## config.mk

```make
export PLATFORM = sky130hd
export DESIGN_NAME = sha256_msg_loader
export DESIGN_NICKNAME = d
export VERILOG_FILES = /design/src/rtl/sha256_msg_loader.sv
export SDC_FILE = /design/constraint.sdc
export NUM_CORES = 1
export LEC_CHECK = 0
export BUFFER_PORTS_ARGS = -buffer_cell sky130_fd_sc_hd__buf_2
export CAP_MARGIN = 30
export CORE_ASPECT_RATIO = 0.7
export CORE_MARGIN = 2
export CORE_UTILIZATION = 40
export DETAILED_ROUTE_END_ITERATION = 8
export PLACE_DENSITY = 0.57
export SYNTH_ARGS = -nofsm -noshare
export SYNTH_HDL_FRONTEND = slang
export SYNTH_SLANG_ARGS = --single-unit
export TNS_END_PERCENT = 100
```

## constraint.sdc

```tcl
create_clock -name clk -period 2.8 [get_ports clk]
set_input_delay 0.56 -clock clk [delete_from_list [all_inputs] [get_ports clk]]
set_output_delay 0.56 -clock clk [all_outputs]
set_load 0.02 [all_outputs]
```

## src/rtl/sha256_msg_loader.sv

```systemverilog
// SHA-256 message loader. Packs a byte stream into 512-bit blocks, adds the
// FIPS 180-4 padding and length, and streams each block to the core as 16 words.
module sha256_msg_loader #(
    parameter int DATA_W = 32,
    parameter int LEN_W  = 61
) (
    input  logic                      clk,
    input  logic                      reset,
    input  logic [DATA_W-1:0]         in_data,
    input  logic                      in_valid,
    output logic                      in_ready,
    input  logic                      in_last,
    input  logic [$clog2(DATA_W/8):0] in_nbytes,
    input  logic                      busy,
    output logic [31:0]               data,
    output logic                      write_enable,
    output logic                      first_block,
    output logic                      last_block,
    output logic                      msg_done
);
    localparam int NB  = DATA_W / 8;
    localparam int NBW = $clog2(NB) + 1;

    typedef enum logic [2:0] {S_IDLE, S_FILL, S_PAD, S_XTRA, S_WAIT, S_SEND} state_t;

    state_t           state_q;
    logic [31:0]      buf_q [16];
    logic [LEN_W-1:0] nbytes_q;
    logic [4:0]       cnt_q;
    logic             first_q;
    logic             pad80_q;
    logic             final_q;
    logic             ended_q;
    logic             full_q;
    logic             in_ready_q;
    logic             we_q;
    logic             first_blk_q;
    logic             last_blk_q;
    logic             done_q;
    logic [31:0]      data_q;

    logic [3:0]        wi;
    logic [1:0]        bi;
    logic              accept;
    logic              blk_fill;
    logic [NBW-1:0]    inc;
    logic [LEN_W-1:0]  nbytes_nxt;
    logic [DATA_W-1:0] beat_masked;
    logic [31:0]       beat_word;
    logic [31:0]       pad_word;
    logic [63:0]       len_bits;

    // The write position is the byte count modulo one block.
    assign wi         = nbytes_q[5:2];
    assign bi         = nbytes_q[1:0];
    assign accept     = in_valid && in_ready_q;
    assign inc        = in_last ? in_nbytes : NBW'(NB);
    assign nbytes_nxt = nbytes_q + LEN_W'(inc);
    assign blk_fill   = (nbytes_nxt[5:0] == 6'd0) && (inc != '0);
    assign pad_word   = 32'h8000_0000 >> {bi, 3'b000};
    assign len_bits   = 64'(nbytes_q) << 3;

    // NOTE: every variable gets a value before any conditional update so no latch is inferred.
    always_comb begin
        beat_masked = in_data;
        for (int j = 0; j < NB; j++) begin
            if (in_last && (j >= int'(in_nbytes))) begin
                beat_masked[DATA_W-1-8*j -: 8] = 8'h00;
            end
        end
        beat_word = (32'(beat_masked) << (32 - DATA_W)) >> {bi, 3'b000};
    end

    // NOTE: sequential state uses non-blocking assignments so every register sees pre-edge values.
    always_ff @(posedge clk) begin
        if (reset) begin
            state_q     <= S_IDLE;
            nbytes_q    <= '0;
            cnt_q       <= '0;
            first_q     <= 1'b0;
            pad80_q     <= 1'b0;
            final_q     <= 1'b0;
            ended_q     <= 1'b0;
            full_q      <= 1'b0;
            in_ready_q  <= 1'b0;
            we_q        <= 1'b0;
            first_blk_q <= 1'b0;
            last_blk_q  <= 1'b0;
            done_q      <= 1'b0;
            data_q      <= '0;
            // NOTE: the buffer is reset because zero fill relies on it holding zeros.
            for (int i = 0; i < 16; i++) begin
                buf_q[i] <= '0;
            end
        end else begin
            in_ready_q  <= 1'b0;
            first_blk_q <= 1'b0;
            last_blk_q  <= 1'b0;
            done_q      <= 1'b0;
            unique case (state_q)
                S_IDLE, S_FILL: begin
                    in_ready_q <= !(accept && (in_last || blk_fill));
                    if (accept) begin
                        buf_q[wi] <= buf_q[wi] | beat_word;
                        nbytes_q  <= nbytes_nxt;
                        if (state_q == S_IDLE) begin
                            first_q <= 1'b1;
                        end
                        if (in_last) begin
                            ended_q <= 1'b1;
                            full_q  <= blk_fill;
                            state_q <= S_PAD;
                        end else if (blk_fill) begin
                            state_q <= S_WAIT;
                        end else begin
                            state_q <= S_FILL;
                        end
                    end
                end
                S_PAD: begin
                    if (!full_q) begin
                        buf_q[wi] <= buf_q[wi] | pad_word;
                        pad80_q   <= 1'b1;
                    end
                    // Length fits behind the marker only if the marker sits in words 0..13.
                    if (!full_q && (wi <= 4'd13)) begin
                        buf_q[14] <= len_bits[63:32];
                        buf_q[15] <= len_bits[31:0];
                        final_q   <= 1'b1;
                    end
                    state_q <= S_WAIT;
                end
                S_XTRA: begin
                    if (!pad80_q) begin
                        buf_q[0] <= 32'h8000_0000;
                    end
                    buf_q[14] <= len_bits[63:32];
                    buf_q[15] <= len_bits[31:0];
                    final_q   <= 1'b1;
                    state_q   <= S_WAIT;
                end
                S_WAIT: begin
                    if (!busy) begin
                        data_q      <= buf_q[0];
                        buf_q[0]    <= '0;
                        we_q        <= 1'b1;
                        first_blk_q <= first_q;
                        last_blk_q  <= final_q;
                        cnt_q       <= 5'd1;
                        state_q     <= S_SEND;
                    end
                end
                S_SEND: begin
                    if (!cnt_q[4]) begin
                        data_q              <= buf_q[cnt_q[3:0]];
                        buf_q[cnt_q[3:0]]   <= '0;
                        cnt_q               <= cnt_q + 5'd1;
                    end else begin
                        we_q    <= 1'b0;
                        data_q  <= '0;
                        cnt_q   <= '0;
                        first_q <= 1'b0;
                        full_q  <= 1'b0;
                        if (final_q) begin
                            done_q     <= 1'b1;
                            nbytes_q   <= '0;
                            pad80_q    <= 1'b0;
                            final_q    <= 1'b0;
                            ended_q    <= 1'b0;
                            in_ready_q <= 1'b1;
                            state_q    <= S_IDLE;
                        end else if (ended_q) begin
                            state_q <= S_XTRA;
                        end else begin
                            in_ready_q <= 1'b1;
                            state_q    <= S_FILL;
                        end
                    end
                end
                default: state_q <= S_IDLE;
            endcase
        end
    end

    assign in_ready     = in_ready_q;
    assign data         = data_q;
    assign write_enable = we_q;
    assign first_block  = first_blk_q;
    assign last_block   = last_blk_q;
    assign msg_done     = done_q;

endmodule

```

== Word level (Yosys, flattened, before mapping) ==
Memories as Yosys holds them, arrays and structs flattened. A register that Yosys moved wholly into a read port is not among the register bits.
Cells that the tools add are included.
Operators by class
  magnitude comparators: 5
  reductions and logical operators: 33
  shifts and indexed selects: 2
  $add $sub $neg: 2
  equal/unequal tests: 13
  muxes and demuxes: 92
  bitwise logic cells: 12
Operator list (number)
  two-way mux 32 bit: 11
  two-way mux 61 bit: 3
  one-hot mux 61 bit (2 select lines): 1
  OR 32 bit: 2
  one-hot mux 32 bit (2 select lines): 1
  OR reduction 32 bit: 2
  adder 61 x 3 -> 61 bit: 1
  two-way mux 1 bit: 47
  two-way mux 8 bit: 4
  right shift 32 x 5 -> 32 bit: 1
  right shift 32 x 5 -> 32 bit (first input constant): 1
  two-way mux 4 bit: 6
  two-way mux 3 bit: 6
  inequality test 2 bit (second input constant): 8
  AND reduction 4 bit: 4
  one-hot mux 1 bit (2 select lines): 6
  one-hot mux 3 bit (4 select lines): 1
  two-way mux 5 bit: 2
  one-hot mux 5 bit (2 select lines): 1
  AND reduction 3 bit: 3
  logical AND 1 bit: 8
  OR 1 bit: 7
  == test 3 x 2 -> 1 bit (second input constant): 2
  == test 3 bit (second input constant): 2
  other kinds (18): 29
Word-level totals
  output and inout port bits: 37
  word-level logic and storage cells: 174
  memories: 1
  input bits: 40
  register bits: 111
  RAM bits: 512
Memory list
  buf_q: words 16, bits a word 32, read ports 3, clocked after Yosys merged registers in 2, wr ports 16, line 27  | logic [31:0] buf_q [16];

== Depth between registers and ports, before layout ==
Gate-level depths: netlist of the first run.
  depth after elaboration: 9
  mapped depth: 11
  gate-level depth less buffers: 8

== Worst setup path after synthesis of the first run ==
Ideal clock, no wire load.
  path kind: reg2reg
  from: register state_q[0]
  to: memory buf_q[4][0] (enable)
  required time: 2411 ps
  library setup time: 389 ps
  data arrival time: 2673 ps
  stages on the path, launching flop included: 8
  path slack: -262 ps
  cells stage by stage: dfxtp_1 buf_2 or3b_4 a211o_1 a2111oi_4 nand2_1 clkbuf_1 nand2_1
RTL lines
  start: declaration: line 26  | state_t state_q;
  start signal: assignment: line 77  | state_q <= S_IDLE;
  start signal: assignment: line 112  | state_q <= S_PAD;
  start signal: assignment: line 114  | state_q <= S_WAIT;
  end: declaration: line 27

==> summary.md, run 1 <==
The run finished, with violations left. The checks that failed: setup timing. In this run the most critical hold path is launched from in_last. The logs give 33100 sq um for the netlist area before placement and 45.7% for the proportion of power drawn by flip-flops and latches. Once the floorplan was initialized, standard cells occupied 40.2% of the core.

The setup check on the worst reg-to-reg path leaves a slack of -0.006 ns. The quantity of hold-fixing buffers added after cts was 0. The logs give 25200 for the overall via count from detail_route and 356 MHz for the top achievable clock speed. The min-delay analysis places its worst path in the category primary input to flip-flop. VDD sags by at most 0.399 mV. Clock transition at the register clock pins on the worst setup and hold paths after CTS: 0.06 ns. After the first detailed-routing iteration, the DRC count stood at 3551.

Including well taps, the total number of placed cells is 3794. Yosys printed 0 warnings. Clock tree synthesis selected as its root buffer the cell sky130_fd_sc_hd__clkbuf_16. The slew at the pin closest to its max-slew limit works out to 1.04 ns. Data on the critical path is required at its endpoint by 3.16 ns. Register area: 17800 sq um.

The total overflow left after global routing is 0. The die height is 245 microns, and the weighted congestion at the end of routability-driven global placement is 0.937. Most common library cell in the layout ignoring fill and taps: sky130_fd_sc_hd__nor2_1.

The portion of the clock cycle consumed by the worst path in the final layout is 100%, and the number of nets in the layout is 2835. Relative to the synthesized area, the layout overhead comes to 18.2%. The switching part of the total power works out to 25.1%. The tools report the internal power as 0.0176 W. For this design the static power due to leakage is 13.7 nW. A synthesized cell averages 12.6 sq um.

The count of state elements after synthesis is 631. The total global-route track usage was 27.9%. The endpoint class of the critical path was a flip-flop.

In the final layout, the multi-input gates occupy 14200 sq um. The time the worst path needs with I/O delays and setup is 2.81 ns, and the count of flip-flops with a built-in enable after synthesis is 512. For the number of DRC violations after detailed routing, the log shows 0. The run gives 68 as the total CTS buffers. The worst pin sits at a relative slew slack of 30.4%.

The run gives 4 as the initial antenna violation count. The tools report the source of the critical timing path as state_q[0]. The first-pass GRT wire length was 171000 microns. The largest total area in the synthesized netlist belongs to sky130_fd_sc_hd__edfxtp_1. Leaving out fill and tap cells, the most frequent cells in the layout are sky130_fd_sc_hd__nor2_1, sky130_fd_sc_hd__edfxtp_1, sky130_fd_sc_hd__mux4_2, sky130_fd_sc_hd__nand2_1, sky130_fd_sc_hd__buf_4. The tools report the least setup slack across all paths after layout as -0.00556 ns. STA classifies the critical path startpoint as a flip-flop. After legalization and detailed placement, the total HPWL measured 82500 microns. The number of max-slew violations in the final report is 0, and the maximum fanout along the worst path is 11. The logs give 0 for the final antenna-violating net count and 0 for the final-report hold violation count.

The logs give 2664 for the post-synthesis net count and 3923 for the final cell count without fillers. The clock tree synthesis step divided the H-tree into 3 levels. Data on the critical path arrives at its endpoint at 3.17 ns.

Setup violations remaining at the end of the flow were counted as 2. Critical path class: flip-flop to flip-flop. Sequential cells were found to cover 53.7% of the synthesized design area. The share of async-settable or async-resettable flops after synthesis works out to 0%.

The tools report the logic gate share of total power as 13.6%. The total length of routed wires came out at 119000 microns. The total power is 0.0234 W, and the worst hold path stage count is 4. The power share of the clock group was 40.7%; the share of Yosys cell area claimed by the top area cell type was 46.5%. The average vias per placed instance is 6.43, and the number of ports placed on the die boundary is 77. The floorplan has 88 rows. The worst register-to-register path has a depth of 6.

The run gives 0.0342 ns as the maximum clock skew at final layout. For this design, the sink count on the clock tree is 631. Ranked by total cell area, the synthesized netlist is headed by sky130_fd_sc_hd__edfxtp_1, sky130_fd_sc_hd__mux4_2, sky130_fd_sc_hd__dfxtp_1. The die boundary width came out at 348 microns. Worst-case clock buffer depth: 3. The number of antenna repair diodes is 0, and the insertion delay to the later sink of the worst-skew pair is 0.64 ns. The worst register-to-register path begins at state_q[0].

The detailed-routing iteration count for the pre-antenna-repair pass was 6; the net switching power was 0.00588 W. Entering global routing, the biggest net connects 73 pins. The port buffer count was 76; the power density relative to cell area was 600 nW/um^2. In the final layout, the share of cells above drive strength 1 is 27.5%.

The filler cells instantiated in the layout total 7232. The via count of the first global-routing pass is 24300, and the max capacitance violation total is 0. The die covers 85000 sq um. The run gives 2619 as the number of cells produced by synthesis. Setup repair after global routing left no endpoint under its margin.

The floorplan core area was 82100 sq um; the detailed-route wire length per cell was 30.4 microns. TritonCTS built the clock tree. Most common flop cell mapped by yosys: sky130_fd_sc_hd__edfxtp_1. The tools report the count of distinct cell types in the synthesized netlist as 89.
[registers in the layout, indices dropped and copies added (netlist names), 3 cells and up, named ones only]
register / count
buf_q: 512
cnt_q: 5
data: 32
nbytes_q: 61
state_q: 3
[cell usage after synthesis (5+ instances only)]
cell and count:
sky130_fd_sc_hd__buf_2 59, sky130_fd_sc_hd__a211oi_1 34, sky130_fd_sc_hd__o211ai_2 7, sky130_fd_sc_hd__a2111oi_4 9, sky130_fd_sc_hd__mux4_2 255, sky130_fd_sc_hd__buf_4 17, sky130_fd_sc_hd__buf_6 12, sky130_fd_sc_hd__xor2_1 13
sky130_fd_sc_hd__buf_1 11, sky130_fd_sc_hd__a311oi_1 8, sky130_fd_sc_hd__and4_1 5, sky130_fd_sc_hd__o2111ai_1 8, sky130_fd_sc_hd__or4_1 26, sky130_fd_sc_hd__or3_1 15, sky130_fd_sc_hd__a21oi_1 71, sky130_fd_sc_hd__nand2b_1 8
sky130_fd_sc_hd__a31oi_1 5, sky130_fd_sc_hd__nor3_1 13, sky130_fd_sc_hd__o22ai_1 16, sky130_fd_sc_hd__o2111a_1 7, sky130_fd_sc_hd__nand4_1 36, sky130_fd_sc_hd__o41ai_1 6, sky130_fd_sc_hd__a221oi_1 7, sky130_fd_sc_hd__clkbuf_1 134
sky130_fd_sc_hd__nand2_1 194, sky130_fd_sc_hd__dfxtp_1 119, sky130_fd_sc_hd__and3_1 12, sky130_fd_sc_hd__inv_1 12, sky130_fd_sc_hd__o31ai_1 24, sky130_fd_sc_hd__o21ai_0 123, sky130_fd_sc_hd__edfxtp_1 512, sky130_fd_sc_hd__or2_2 5
sky130_fd_sc_hd__nor2_1 532, sky130_fd_sc_hd__nor2b_1 14, sky130_fd_sc_hd__nand3_1 49, sky130_fd_sc_hd__mux2_2 15, sky130_fd_sc_hd__mux2i_1 75, sky130_fd_sc_hd__and2_1 17, sky130_fd_sc_hd__nor2_4 5, sky130_fd_sc_hd__nand3b_1 6
sky130_fd_sc_hd__a22oi_1 45
[critical path: stages, from the launching register on]
cell and delay, ns:
sky130_fd_sc_hd__dfxtp_1 0.41, sky130_fd_sc_hd__or4b_4 0.65, sky130_fd_sc_hd__o2111ai_1 0.88, sky130_fd_sc_hd__nand2_1 0.15, sky130_fd_sc_hd__o211ai_2 0.19, sky130_fd_sc_hd__buf_4 0.20
sky130_fd_sc_hd__nor2_1 0.06
[logic make-up after synthesis]
family / Yosys count / synth area share, %
fa+ha+maj: 5 / 0.212
simple gates: 964 / 13.0
xor+xnor: 15 / 0.397
flops: 631 / 53.7
buf+inv: 246 / 3.48
mux: 345 / 20.2
compound gates: 413 / 9.01
[layer usage]
metal | wire length (microns) | GRT usage, % | vias to the layer above | share of wire [%]
met1 | 50600 | 41.8 | 13000 | 42
met5 | 21 | 0 | - | 0.018
met2 | 50100 | 39.3 | 1620 | 42
met4 | 2970 | 6.82 | 4 | 2.5
li1 | - | - | 10400 | -
met3 | 15700 | 8.40 | 220 | 13
[metrics by stage]
stage                     setup slack [ns]  setup TNS (ns)  utilization [%]  hold WS (ns)  area (sq um)
final                             -0.00556        -0.00566             47.6         0.465         39100
after CTS                           0.0780               0             47.5         0.425         39000
after floorplan                     -0.228           -7.28                -         0.429         33100
after global routing               0.00111               0             47.6         0.448         39100
after detailed placement            -0.156           -3.90             44.6         0.463         36700
after global placement              -0.120           -2.84             44.6         0.451         36700
[power by group through the flow]
stage	Sequential [W]	Combinational (W)	Clock (W)
finish	0.0107	0.00319	0.00954
global route	0.0107	0.00335	0.00996
CTS	0.0107	0.00312	0.00961
detailed placement	0.0109	0.00310	0
global placement	0.0109	0.00306	0
floorplan	0.0108	0.00173	0
[cell type report]
cell class	instances	share of cell area (%)
Sequential cell	631	45.5
Multi-Input combinational cell	1742	36.4
Timing Repair Buffer	334	8.60
Clock buffer	100	5.06
Tap cell	1080	3.46
Clock inverter	23	0.881
Inverter	13	0.125
[path summary, 6_finish.rpt]
check / to
worst max-delay path: buf_q[6][27]
worst min-delay path: state_q[2]
worst max register to register: buf_q[6][27]
worst min register to register: write_enable
[timing repair]
action | CTS | global route
buffers inserted | 1 | 5
setup endpoints to repair | 44 | 19
pin swaps | 0 | 0
gates resized for setup | 3 | 1
No activity file was read; power rests on OpenSTA's default activity.
==> run 2, diff against run 1 <==
==> constraint.sdc (replaced) <==
create_clock -name clk -period 2.5 [get_ports clk]
set_input_delay 0.5 -clock clk [delete_from_list [all_inputs] [get_ports clk]]
set_output_delay 0.5 -clock clk [all_outputs]
set_load 0.02 [all_outputs]
==> summary.md, run 2 (synthesis gave the netlist of run 1 again) <==
The slew at the pin closest to its max-slew limit came out at 0.832 ns. The most common library cell in the layout ignoring fill and taps was sky130_fd_sc_hd__edfxtp_1. The detailed-routing iteration count for the pre-antenna-repair pass was 6; the floorplan row count was 88. The startpoint of the most critical hold path was busy. The via count of the first global-routing pass is 25100. The tools report the final antenna-violating net count as 0.

The die boundary width came out at 348 microns. After clock tree synthesis, the clock-pin slew on the worst setup and hold paths is 0.06 ns. Floorplan core area: 82100 sq um. Clock skew on the completed layout was measured at 0.0286 ns. After detailed routing, the number of remaining DRC violations is 0.

The tools report the pre-CTS worst setup slack as -0.422 ns. TritonCTS built the clock tree. The logs give 555 for the count of final setup violators and 15.1 nW for the leakage power figure. Entering global routing, the biggest net connects 54 pins. Max capacitance violation total: 0. Setup repair after global routing could not meet its margin everywhere. The buffer type at the clock tree root is sky130_fd_sc_hd__clkbuf_16.

Category of the worst setup path launch point: a flip-flop. The repair_antennas step left the layout with diodes totalling 0. For this block, the via count after detailed routing is 26300. STA classifies the critical path endpoint as a flip-flop. The reg-to-reg setup timing slack was -0.13 ns. The critical path in this run is classified as flip-flop to flip-flop. The number of ports placed on the die boundary is 77, and the maximum fanout along the worst path is 8.

The worst hold path belongs to the class primary input to flip-flop. Port buffer count: 76. The run gives 631 as the number of sinks on the clock net. The top cell types in the final layout, fill and taps aside, are sky130_fd_sc_hd__edfxtp_1, sky130_fd_sc_hd__nor2_1, sky130_fd_sc_hd__mux4_2, sky130_fd_sc_hd__buf_4, sky130_fd_sc_hd__nand2_1. The count of routing violations after the opening detailed-route iteration is 3686, and the count of filler cells inserted in the layout is 6879. Total die area: 85000 sq um. Summed over all layers, the global routing overflow is 0. The flow ran to the end, but the final reports show violations. The detailed-route wire length per cell was 32.0 microns; the deepest level of the CTS H-tree was 3.

In the final timing run, aggregate negative setup slack is -27.34 ns. For this run, the top clock speed supported by timing is 380 MHz. Data on the critical path arrives at its endpoint at 3.02 ns. The total CTS buffers was 67.

Origin of the critical flop-to-flop path: full_q. Traced cell by cell, the critical path runs through or4b_4 > buf_12 > o2111a_1 > a311oi_2 > buf_4 > o311a_4 > clkbuf_16 > nor2_2. Dividing the detail-routed via count by the number of cells gives 6.44. The time the worst path needs with I/O delays and setup works out to 2.63 ns. At the worst endpoint, the required time is 2.89 ns. Least setup slack across all paths after layout: -0.133 ns.

The largest individual stage delay along the critical path comes from the cell sky130_fd_sc_hd__or4b_4. The starting utilization of the core area is 40.2%. The source of the critical timing path was full_q. The area growth from synthesis to layout is 30.2%. The logs give 0 for the final-report hold violation count and 3 for the initial antenna violation count.

The first-pass GRT wire length is 180000 microns, and the weighted congestion at the end of routability-driven global placement is 0.951. The logs give 3 for the worst-case clock buffer depth and 0.511 mV for the worst-case vdd ir drop. In the final design database the tool counted 3004 nets.

Dividing total power by cell area gives a power density of 626 nW/um^2. The register with the most flip-flops in the layout has 512 of them. The checks that failed: setup timing. Headroom to the max-slew limit came out at 44.0%. The number of max-slew violations in the final report came out at 0.

The final layout contains routed wiring with a total length of 131000 microns. In the final layout, the share of cells above drive strength 1 is 39.8%. For this run, the slowest stage of the critical path takes 0.67 ns. The total global-route track usage came out at 29.6%. Top register by number of flip-flops: buf_q. Measured along the y axis, the die boundary spans 245 microns. The portion of the clock cycle consumed by the worst path in the final layout is 105%, and the insertion delay to the later sink of the worst-skew pair is 0.64 ns. The wire-length estimate of the detail-placed layout is 86800 microns.
==> run 2: cell types whose count changed in the layout (fill, tap and decap cells not counted), moves of 24 or more <==
cell,previous run,this run
sky130_fd_sc_hd__buf_4,175,236
sky130_fd_sc_hd__nor2_1,531,408
sky130_fd_sc_hd__o21ai_0,122,95
sky130_fd_sc_hd__nor2_4,6,97
sky130_fd_sc_hd__buf_6,1,46
sky130_fd_sc_hd__buf_12,83,107
sky130_fd_sc_hd__nor2_2,3,35
==> run 2: what timing repair did <==
action	in CTS	in global routing
buffers inserted	20	27
gates resized for setup	108	426
setup endpoints to repair	937	797
gates cloned	9	24
hold buffers	0	0
pin swaps	32	138
==> run 2: area by class of cell <==
| cell class | instances | area [sq um] | area share [%] |
|---|---|---|---|
| clock buffers | 85 | 1800 | 4.19 |
| inverters | 13 | 48.8 | 0.113 |
| flip-flops and latches | 631 | 17800 | 41.3 |
| multi-input cells | 1742 | 16000 | 37.1 |
| clock inverters | 37 | 374 | 0.869 |
| repair buffers | 504 | 5720 | 13.3 |
| well taps | 1080 | 1350 | 3.14 |
==> run 2: worst max-delay path, delay by kind of cell (launching register included) <==
| family | cells | cell delay (ns) |
|---|---|---|
| AND/OR/NAND/NOR | 2 | 0.72 |
| AO/OA/AOI/OAI | 3 | 0.72 |
| buffers and inverters | 3 | 0.59 |
| flip-flops | 1 | 0.35 |
==> run 2: per-stage QoR <==
step / hold slack, ns / instance area [sq um] / cells / utilization [%] / total power (W)
2_1_floorplan: 0.429 / 33200 / 2619 / - / 0.0141
3_3_place_gp: 0.447 / 37700 / 3896 / 45.9 / 0.0158
3_5_place_dp: 0.463 / 37700 / 3896 / 45.9 / 0.0159
4_1_cts: 0.321 / 40700 / 4046 / 49.6 / 0.0262
5_1_grt: 0.375 / 43000 / 4092 / 52.4 / 0.0276
6_report: 0.362 / 43000 / 4092 / 52.4 / 0.0270
==> run 2: per-layer routing <==
layer | up-vias | part of all wire (%) | GRT usage (%) | wire, microns
met2 | 1857 | 42 | 42.1 | 55300
met4 | 0 | 3.4 | 9.37 | 4410
met1 | 13400 | 40 | 43.7 | 52800
li1 | 10800 | - | - | -
met5 | - | 0 | 0 | 0
met3 | 255 | 14 | 8.28 | 18600
==> run 2: where the power goes <==
group          internal [W]  switching, W
Sequential           0.0117      0.000247
Clock               0.00578       0.00449
Combinational       0.00214       0.00257
Total                0.0197       0.00731
==> run 2: path summary, 6_finish.rpt <==
kind	end	depth (start not counted)
worst max-delay path	buf_q[9][12]	8
worst min-delay path	state_q[0]	5
worst max register to register	buf_q[9][12]	8
worst min register to register	write_enable	2
